<file path="src/rtl/strip_result_drain.sv">
// Purpose: drain one strip of conv results from the result BRAM and stream them out in address order.
// Latency: first beat is valid after edge E0+RD_LATENCY+1, where E0 samples the conv_done rise. 1 beat/cycle sustained.
// Backpressure: reads are credit-limited against skid FIFO space, so an m_ready stall never drops or repeats a word.
//
// Ports:
//   clk, reset_n          clock, asynchronous active-low reset
//   conv_done             level from conv unit; rising edge starts a drain
//   rd_en/rd_addr/rd_data result BRAM read port (fixed RD_LATENCY)
//   m_valid/m_ready/m_data/m_last  result stream; m_last marks address NUM_RESULTS-1
//   busy, drain_done      status: draining / drain complete

// Small generic FIFO. Caller never pushes when full or pops when empty.
module srd_fifo #(
    parameter int W     = 8,
    parameter int DEPTH = 4,
    parameter int CW    = $clog2(DEPTH + 1)
) (
    input  logic          clk,
    input  logic          reset_n,
    input  logic          push,
    input  logic [W-1:0]  push_dat,
    input  logic          pop,
    output logic [W-1:0]  pop_dat,
    output logic          empty,
    output logic [CW-1:0] count
);
    localparam int PW = (DEPTH > 1) ? $clog2(DEPTH) : 1;

    logic [W-1:0]  mem [DEPTH];
    logic [PW-1:0] wr_ptr;
    logic [PW-1:0] rd_ptr;
    logic [CW-1:0] cnt;

    function automatic logic [PW-1:0] ptr_inc(input logic [PW-1:0] p);
        return (p == PW'(DEPTH - 1)) ? '0 : p + 1'b1;
    endfunction

    always_ff @(posedge clk or negedge reset_n) begin
        if (!reset_n) begin
            for (int i = 0; i < DEPTH; i++) mem[i] <= '0;
            wr_ptr <= '0;
            rd_ptr <= '0;
            cnt    <= '0;
        end else begin
            if (push) begin
                mem[wr_ptr] <= push_dat;
                wr_ptr      <= ptr_inc(wr_ptr);
            end
            if (pop) rd_ptr <= ptr_inc(rd_ptr);
            case ({push, pop})
                2'b10:   cnt <= cnt + 1'b1;
                2'b01:   cnt <= cnt - 1'b1;
                default: ;
            endcase
        end
    end

    // Storage is reset, so the head reads as zero straight out of reset.
    assign pop_dat = mem[rd_ptr];
    assign empty   = (cnt == '0);
    assign count   = cnt;
endmodule

module strip_result_drain #(
    parameter int DATA_W      = 23,
    parameter int ADDR_W      = 13,
    parameter int NUM_RESULTS = 6216,
    parameter int RD_LATENCY  = 2,
    parameter int FIFO_DEPTH  = 4
) (
    input  logic              clk,
    input  logic              reset_n,
    input  logic              conv_done,
    output logic              rd_en,
    output logic [ADDR_W-1:0] rd_addr,
    input  logic [DATA_W-1:0] rd_data,
    output logic              m_valid,
    input  logic              m_ready,
    output logic [DATA_W-1:0] m_data,
    output logic              m_last,
    output logic              busy,
    output logic              drain_done
);
    localparam int FCW = $clog2(FIFO_DEPTH + 1);
    localparam int CW  = $clog2(FIFO_DEPTH + RD_LATENCY + 1) + 1;

    typedef enum logic [1:0] {S_IDLE, S_ISSUE, S_FLUSH, S_DONE} state_t;

    state_t            state_q, state_d;
    logic              conv_done_q;
    logic              primed_q;
    logic [ADDR_W-1:0] issue_cnt_q;
    logic [ADDR_W-1:0] last_addr_q;
    logic [RD_LATENCY-1:0] pipe_vld_q;
    logic [RD_LATENCY-1:0] pipe_last_q;

    logic              start;
    logic              issue_last;
    logic [CW-1:0]     inflight;
    logic [CW-1:0]     used;
    logic              credit_ok;

    logic              fifo_push;
    logic              fifo_pop;
    logic              fifo_empty;
    logic [FCW-1:0]    fifo_cnt;
    logic [DATA_W:0]   fifo_head;

    // primed_q requires conv_done to have been seen low since reset, so a
    // conv_done still high when reset is released does not start a drain.
    assign start      = primed_q && !conv_done_q && conv_done;
    assign issue_last = (issue_cnt_q == ADDR_W'(NUM_RESULTS - 1));

    always_comb begin
        inflight = '0;
        for (int i = 0; i < RD_LATENCY; i++) inflight = inflight + CW'(pipe_vld_q[i]);
    end

    // Every issued read is either in the latency pipe or in the FIFO, so this
    // sum bounds FIFO fill. A same-cycle pop does not return credit early.
    assign used      = CW'(fifo_cnt) + inflight;
    assign credit_ok = (used < CW'(FIFO_DEPTH));

    always_comb begin
        state_d = state_q;
        rd_en   = 1'b0;
        case (state_q)
            S_IDLE:  if (start) state_d = S_ISSUE;
            S_ISSUE: begin
                if (credit_ok) begin
                    rd_en = 1'b1;
                    if (issue_last) state_d = S_FLUSH;
                end
            end
            S_FLUSH: if (inflight == '0 && fifo_empty) state_d = S_DONE;
            S_DONE:  if (!conv_done) state_d = S_IDLE;
            default: state_d = S_IDLE;
        endcase
    end

    always_ff @(posedge clk or negedge reset_n) begin
        if (!reset_n) begin
            state_q     <= S_IDLE;
            conv_done_q <= 1'b0;
            primed_q    <= 1'b0;
            issue_cnt_q <= '0;
            last_addr_q <= '0;
            pipe_vld_q  <= '0;
            pipe_last_q <= '0;
        end else begin
            state_q     <= state_d;
            conv_done_q <= conv_done;
            primed_q    <= primed_q | ~conv_done;
            if (start)      issue_cnt_q <= '0;
            else if (rd_en) issue_cnt_q <= issue_cnt_q + 1'b1;
            if (rd_en)      last_addr_q <= issue_cnt_q;
            pipe_vld_q[0]  <= rd_en;
            pipe_last_q[0] <= rd_en && issue_last;
            for (int i = 1; i < RD_LATENCY; i++) begin
                pipe_vld_q[i]  <= pipe_vld_q[i-1];
                pipe_last_q[i] <= pipe_last_q[i-1];
            end
        end
    end

    // Address is driven combinationally so the first read goes out the cycle after E0.
    assign rd_addr = rd_en ? issue_cnt_q : last_addr_q;

    assign fifo_push = pipe_vld_q[RD_LATENCY-1];
    assign fifo_pop  = m_valid && m_ready;

    srd_fifo #(
        .W     (DATA_W + 1),
        .DEPTH (FIFO_DEPTH),
        .CW    (FCW)
    ) u_fifo (
        .clk      (clk),
        .reset_n  (reset_n),
        .push     (fifo_push),
        .push_dat ({pipe_last_q[RD_LATENCY-1], rd_data}),
        .pop      (fifo_pop),
        .pop_dat  (fifo_head),
        .empty    (fifo_empty),
        .count    (fifo_cnt)
    );

    assign m_valid    = !fifo_empty;
    assign m_data     = fifo_head[DATA_W-1:0];
    assign m_last     = fifo_head[DATA_W];
    assign busy       = (state_q == S_ISSUE) || (state_q == S_FLUSH);
    assign drain_done = (state_q == S_DONE);
endmodule

</file>
<file path="config.mk">
export PLATFORM = sky130hd
export DESIGN_NAME = strip_result_drain
export DESIGN_NICKNAME = d
export VERILOG_FILES = /design/src/rtl/strip_result_drain.sv
export SDC_FILE = /design/constraint.sdc
export NUM_CORES = 1
export LEC_CHECK = 0
export CAP_MARGIN = 40
export CELL_PAD_IN_SITES_DETAIL_PLACEMENT = 0
export CELL_PAD_IN_SITES_GLOBAL_PLACEMENT = 1
export CORE_UTILIZATION = 47
export DETAILED_ROUTE_END_ITERATION = 10
export PLACE_DENSITY = 0.88
export SETUP_SLACK_MARGIN = 0.1
export SYNTH_ARGS = -nofsm -noshare
export SYNTH_HDL_FRONTEND = slang
export SYNTH_SLANG_ARGS = --single-unit
</file>
<file path="constraint.sdc">
create_clock -name clk -period 2.97 [get_ports clk]
set_input_delay 0.4455 -clock clk [delete_from_list [all_inputs] [get_ports clk]]
set_output_delay 0.4455 -clock clk [all_outputs]
set_load 0.01 [all_outputs]
</file>
==> flow_summary_export.csv, run 1 <==
group,metric,value,unit
run_status,outcome,"finished clean",
grt,gr-usage-met1,24.15,%
cells_and_area,syn_to_final_growth,28.57,%
setup_path,r2r_slack,0.42,ns
timing,finalSetupTns,0,ns
clock_network,cts_made_buffers,17,
die,core-area,12620,um^2
die,die_area,13370,um^2
setup_path,cp-endpoint,"rd_addr[4]",
timing,finalHoldViolations,0,
clock_network,cts_tree,"done",
placement,portBuffers,67,
yosys,synth_area,6071,um^2
setup_path,worstSetupPathType,"reg2out",
die,initial_core_util,48.11,%
placement,place_inst,636,
setup_path,r2r_cells,9,
cells_and_area,n_antenna_cell,0,
clock_network,clk_pin_slew_worst_paths,0.06,ns
timing,fin_crit_sh,95.83,%
yosys,netlist_instances,404,
die,die_h,115.7,um
drt,wl_per_cell,18.32,um
cells_and_area,layoutNonFillerInstCount,675,
timing,tightestPinTransition,0.6061,ns
timing,drv_slew,0,
grt,met3_usage,6.328,%
die,io_pins,68,
setup_path,start_kind,"flip-flop",
clock_network,worstSkewPairLatency,0.42,ns
clock_network,hold_buffers,0,
drt,drc,0,
timing,max_clock_freq,351.4,MHz
grt,top_usage_layer,"met2",
timing,fin_hold_ws,0.01928,ns
yosys,yosysUniqueCellTypes,39,
drt,vias,3734,
grt,grt-ovfl-total,0,
clock_network,cts_max_path_buffers,2,
yosys,syn-num-nets,447,
yosys,async_flop_share,100.0,%
setup_path,startpoint,"pipe_vld_q[0]",
timing,finalSetupViolCount,0,
grt,globalRouteMet2Util,34.29,%
timing,fin_ws,0.1239,ns
die,row_count,41,
timing,min_period,2.846,ns
timing,rsz0062_at_grt,"yes",
setup_path,cp.required,2.52,ns
yosys,ys_seq_area_share,56.47,%
pwr,ir_drop,599.5,uV
clock_network,root_buffer,"clkbuf_16",
die,die_w,115.7,um
drt,via_per_inst,5.532,
grt,grt_usage,20.11,%
drt,ant_nets,0,
clock_network,cts.sinks,137,
pwr,leakage,3.399,nW
setup_path,cp.arrival,2.40,ns
setup_path,endpoint_kind,"output pin",
cells_and_area,final_cell_mix,"dfrtp_1, mux2_2, clkdlybuf4s50_1, mux4_2, clkbuf_16",
drt,drt_pass1_iterations,4,
setup_path,r2r_start,"pipe_vld_q[0]",
placement,dp_slack,0.07773,ns
placement,place_congestion,0.7971,
drt,wl,12370,um
cells_and_area,layout.nets,534,
yosys,synth_ff_type,"dfrtp_1",
grt,antenna_found_initial,0,
drt,detail_route.iter0.violations,149,
grt,grt_pass1_vias,3945,
cells_and_area,drive_gt1_share,40.95,%
setup_path,critical_path.max_fanout,8,
cells_and_area,mostFrequentLayoutCell,"dfrtp_1",
grt,grt_pass1_wl,19960,um
yosys,synth_edf_count,0,
setup_path,reg2reg_to,"issue_cnt_q[11]",
timing,fin_skew,0.005624,ns
clock_network,htreeDepth,4,
flow_run,drv_cap,0,
grt,grt_max_degree,74,
placement,place_hpwl,7474,um
pwr,power,0.008737,W
min_path,hp-class,"in2async",
timing,max_slew_margin,59.59,%
yosys,ys_ff_latch,137,
yosys,synth_area_per_cell,15.03,um^2
pwr,p_per_area,1119,nW/um^2
yosys,yosys_warnings,0,
## per-layer routing
metal / wire, um / up-vias
met4: 201 / 0
li1: - / 1668
met5: 0 / -
met1: 5243 / 1962
met3: 564 / 16
met2: 6357 / 88
## report_power, final
group          internal (W)  switching [W]  total, W
logic               0.00212        0.00135   0.00346
registers           0.00263       0.000446   0.00308
clock network       0.00142       0.000779   0.00220
total               0.00616        0.00257   0.00874
## state kept, by name, indices dropped and copies added (netlist names), 2 cells and up
register and flops:
state_q 2, pipe_last_q 2, u_fifo.count 3, u_fifo.rd_ptr 2, last_addr_q 13, issue_cnt_q 13
pipe_vld_q 2, u_fifo.wr_ptr 2, u_fifo.mem 96
## how the worst min path moves through the flow
stage	slack [ns]	end	from	depth (start not counted)
6_report	0.02	u_fifo.mem[16]	reset_n	1
3_3_place_gp	0.34	pipe_last_q[1]	pipe_last_q[0]	0
3_5_place_dp	0.34	pipe_last_q[1]	pipe_last_q[0]	0
2_1_floorplan	0.15	conv_done_q	reset_n	0
5_1_grt	0.05	u_fifo.mem[88]	reset_n	1
4_1_cts	0.04	u_fifo.mem[88]	reset_n	1
## cell families (layout without fill, tap and decap cells)
family	after synthesis	count (layout)	synth area share, %
AO/OA/AOI/OAI	23	23	2.721
XOR/XNOR	8	8	1.154
adder cells (fa/ha/maj)	16	16	3.421
buffers and inverters	32	129	2.102
flip-flops	137	137	56.47
multiplexers	135	135	29.47
AND/OR/NAND/NOR	53	55	4.658
## cells in the mapped netlist (all sizes together), types with 2 or more instances
cell | n | area [um^2]
a21oi | 6 | 30.03
and2 | 2 | 12.51
and3 | 2 | 12.51
buf | 8 | 37.53
clkbuf | 10 | 37.54
dfrtp | 137 | 3428
ha | 15 | 187.7
inv | 14 | 52.55
mux2 | 110 | 1239
mux4 | 24 | 540.5
nand2 | 16 | 62.56
nand3 | 7 | 40.04
nand4 | 3 | 18.77
nor2 | 8 | 30.03
o211ai | 2 | 15.01
o21ai | 6 | 30.03
o31ai | 4 | 30.03
or3 | 3 | 20.02
or4 | 6 | 45.04
xor2 | 7 | 61.31
## critical path, stage by stage, from the launching register on
cell	delay, ns
dfrtp_1	0.39
ha_2	0.21
ha_4	0.22
a311oi_4	0.27
buf_6	0.18
nand2_8	0.09
mux2_4	0.33
dlygate4sd2_1	0.28
## through the flow
step	util [%]	cell area (um^2)
floorplan	-	6071
global placement	55.40	6992
detailed placement	55.40	6992
CTS	61.19	7722
global route	61.85	7805
finish	61.85	7805
## layout make-up
class | count | area, um^2
Clock inverter | 12 | 175.2
Fill cell | 943 | 4815
Clock buffer | 19 | 442.9
Multi-Input combinational cell | 237 | 2648
Sequential cell | 137 | 3432
Timing Repair Buffer | 84 | 837.1
Inverter | 14 | 55.05
Tap cell | 172 | 215.2
## repair_timing
item / 4_1_cts / 5_1_grt
setup endpoints to repair: 14 / 21
pin swaps: 1 / 0
gates cloned: 2 / 0
gates resized for setup: 69 / 15
buffers inserted: 3 / 3
No activity file was read; power rests on OpenSTA's default activity.
==> inputs of run 2 (changes only) <==
--- a/config.mk
+++ b/config.mk
@@ -12,6 +12,7 @@
 export DETAILED_ROUTE_END_ITERATION = 10
 export PLACE_DENSITY = 0.88
 export SETUP_SLACK_MARGIN = 0.1
+export SKIP_CTS_REPAIR_TIMING = 1
 export SYNTH_ARGS = -nofsm -noshare
 export SYNTH_HDL_FRONTEND = slang
 export SYNTH_SLANG_ARGS = --single-unit
==> run 2 against run 1 <==
Utilization is 0.31 points lower. Combinational power is 3% lower. Non-clock buffer count is 4 lower. Global-route usage is 0.66 points lower. Sequential cell count stayed put. Register-to-register slack hardly changed.
==> flow_summary_export.csv, run 2 (same netlist as run 1, synthesis figures left out) <==
group,metric,value,unit
pwr,power.share.combinational,38.8,%
timing,tightestPinTransition,0.6037,ns
die,die_area,13370,um^2
drt,detail_route.iter0.violations,146,
placement,portBuffers,67,
setup_path,critical_path.max_fanout,9,
drt,drt_pass1_iterations,4,
pwr,sw_frac_of_total,29.11,%
clock_network,worstSkewPairLatency,0.41,ns
cells_and_area,seq_area,3432,um^2
clock_network,root_buffer,"clkbuf_16",
placement,dpl_cell_area,6992,um^2
timing,fin_crit_sh,97.30,%
run_status,outcome,"finished clean",
drt,ant_nets,0,
cells_and_area,mostFrequentLayoutCell,"dfrtp_1",
die,core-area,12620,um^2
drt,wl,12130,um
setup_path,start_kind,"flip-flop",
clock_network,htreeDepth,4,
pwr,p_per_area,1109,nW/um^2
cells_and_area,largest_reg_flops,96,
setup_path,cp_common_cell,"buf_6",
setup_path,slowest_stage,"dfrtp_1",
drt,vias,3689,
grt,grt_usage,19.45,%
cells_and_area,final_cell_mix,"dfrtp_1, mux2_2, clkdlybuf4s50_1, mux4_2, clkbuf_16",
drt,drc,0,
setup_path,cp.required,2.52,ns
pwr,p_int,0.006105,W
cells_and_area,multiInputGateArea,2616,um^2
cells_and_area,largestRegisters,"u_fifo.mem: 96 flops, issue_cnt_q: 13 flops, last_addr_q: 13 flops",
timing,drv_slew,0,
cells_and_area,fin_util,61.54,%
timing,finalSetupTns,0,ns
setup_path,r2r_cells,10,
min_path,hp-class,"in2async",
timing,finalHoldViolations,0,
cells_and_area,design_area,7766,um^2
flow_run,drv_cap,0,
cells_and_area,n_antenna_cell,0,
setup_path,endpoint_kind,"output pin",
pwr,power,0.008611,W
timing,max_clock_freq,346.0,MHz
die,die_h,115.7,um
grt,grt_pass1_wl,19330,um
timing,max_slew_margin,59.76,%
clock_network,cts.sinks,137,
die,initial_core_util,48.11,%
clock_network,clk_pin_slew_worst_paths,0.06,ns
pwr,leakage,3.574,nW
cells_and_area,layout.nets,529,
pwr,p_sw,0.002506,W
drt,via_per_inst,5.506,
die,io_pins,68,
pwr,ir_drop,598.4,uV
timing,finalSetupViolCount,0,
clock_network,cts_max_path_buffers,2,
cells_and_area,layoutNonFillerInstCount,670,
cells_and_area,n_fill_cell,936,
die,die_w,115.7,um
timing,fin_skew,0.007757,ns
pwr,p_seq_share,35.7,%
pwr,power_frac_clock,25.4,%
placement,place_inst,636,
setup_path,cpPeakStageDelay,0.40,ns
grt,grt-ovfl-total,0,
die,row_count,41,
timing,rsz0062_at_grt,"yes",
grt,grt_pass1_vias,3910,
placement,place_congestion,0.7971,
grt,grt_max_degree,74,
setup_path,path_cells,"buf_6 -> inv_4 -> ha_4 -> a311oi_4 -> buf_6 -> buf_4 -> nand2_8 -> mux2_4 -> dlymetal6s2s_1",
cells_and_area,syn_to_final_growth,27.93,%
cells_and_area,drive_gt1_share,38.15,%
drt,wl_per_cell,18.11,um
setup_path,worstSetupPathType,"reg2out",
timing,min_period,2.890,ns
clock_network,cts_tree,"done",
cells_and_area,regMostFlops,"u_fifo.mem",
grt,antenna_found_initial,0,
placement,place_hpwl,7474,um
clock_network,cts_made_buffers,17,
setup_path,cp.arrival,2.44,ns
[run 2: cell types whose count changed in the layout (fill, tap and decap cells not counted)]
cell | before | now
nand2_8 | 3 | 1
nand2_4 | 0 | 1
buf_4 | 12 | 9
dlygate4sd2_1 | 3 | 0
ha_1 | 11 | 12
dlymetal6s2s_1 | 0 | 13
buf_8 | 1 | 0
buf_6 | 12 | 3
ha_2 | 2 | 1
clkbuf_2 | 2 | 1
[run 2: stage by stage]
stage          hold slack [ns]  setup WS, ns
5_1_grt                0.05396     -0.008987
2_1_floorplan           0.1499        0.3875
3_3_place_gp            0.3360        0.1125
4_1_cts                0.03759       -0.3908
6_report               0.02159       0.08023
3_5_place_dp            0.3370       0.07773
[run 2: path summary, 6_finish.rpt]
path                                         end  slack, ns            from
worst max-delay path                 rd_addr[10]       0.08   pipe_vld_q[1]
worst min-delay path              u_fifo.mem[88]       0.02         reset_n
worst max register to register   issue_cnt_q[11]       0.43   pipe_vld_q[1]
worst min register to register    pipe_last_q[1]       0.36  pipe_last_q[0]
max in group asynchronous       u_fifo.rd_ptr[0]       2.14         reset_n
min in group clk                  pipe_last_q[1]       0.36  pipe_last_q[0]
[run 2: routing by layer]
metal  up-vias  share of wire, %  global-route usage, %  wire length [um]
met3         8               4.5                  6.328               552
met1      1953                43                  23.48              5171
met5         -                 0                      0                 0
met2        78                52                  33.17              6312
met4         0              0.79                  6.239                96
li1       1650                 -                      -                 -
[run 2: critical path, delay by kind of cell, from the launching register on]
family,cells,cell delay [ns]
buffers and inverters,5,0.67
and+or+nand+nor,1,0.10
AOI/OAI and AO/OA,1,0.30
adders and majority gates,1,0.20
DFF,1,0.40
muxes,1,0.35
[run 2: power groups by stage]
stage	registers, W	clock network, W	logic (W)
after global routing	0.00317	0.00232	0.00361
after floorplan	0.00290	0	0.00210
after global placement	0.00302	0	0.00315
after detailed placement	0.00310	0	0.00323
after CTS	0.00307	0.00224	0.00326
final	0.00308	0.00219	0.00334
[run 2: layout make-up]
class                   count  share of cell area [%]
inverters                  14                  0.7089
flip-flops and latches    137                   44.19
multi-input cells         236                   33.69
clock inverters            12                   2.256
repair buffers             80                   10.68
well taps                 172                   2.771
clock buffers              19                   5.703
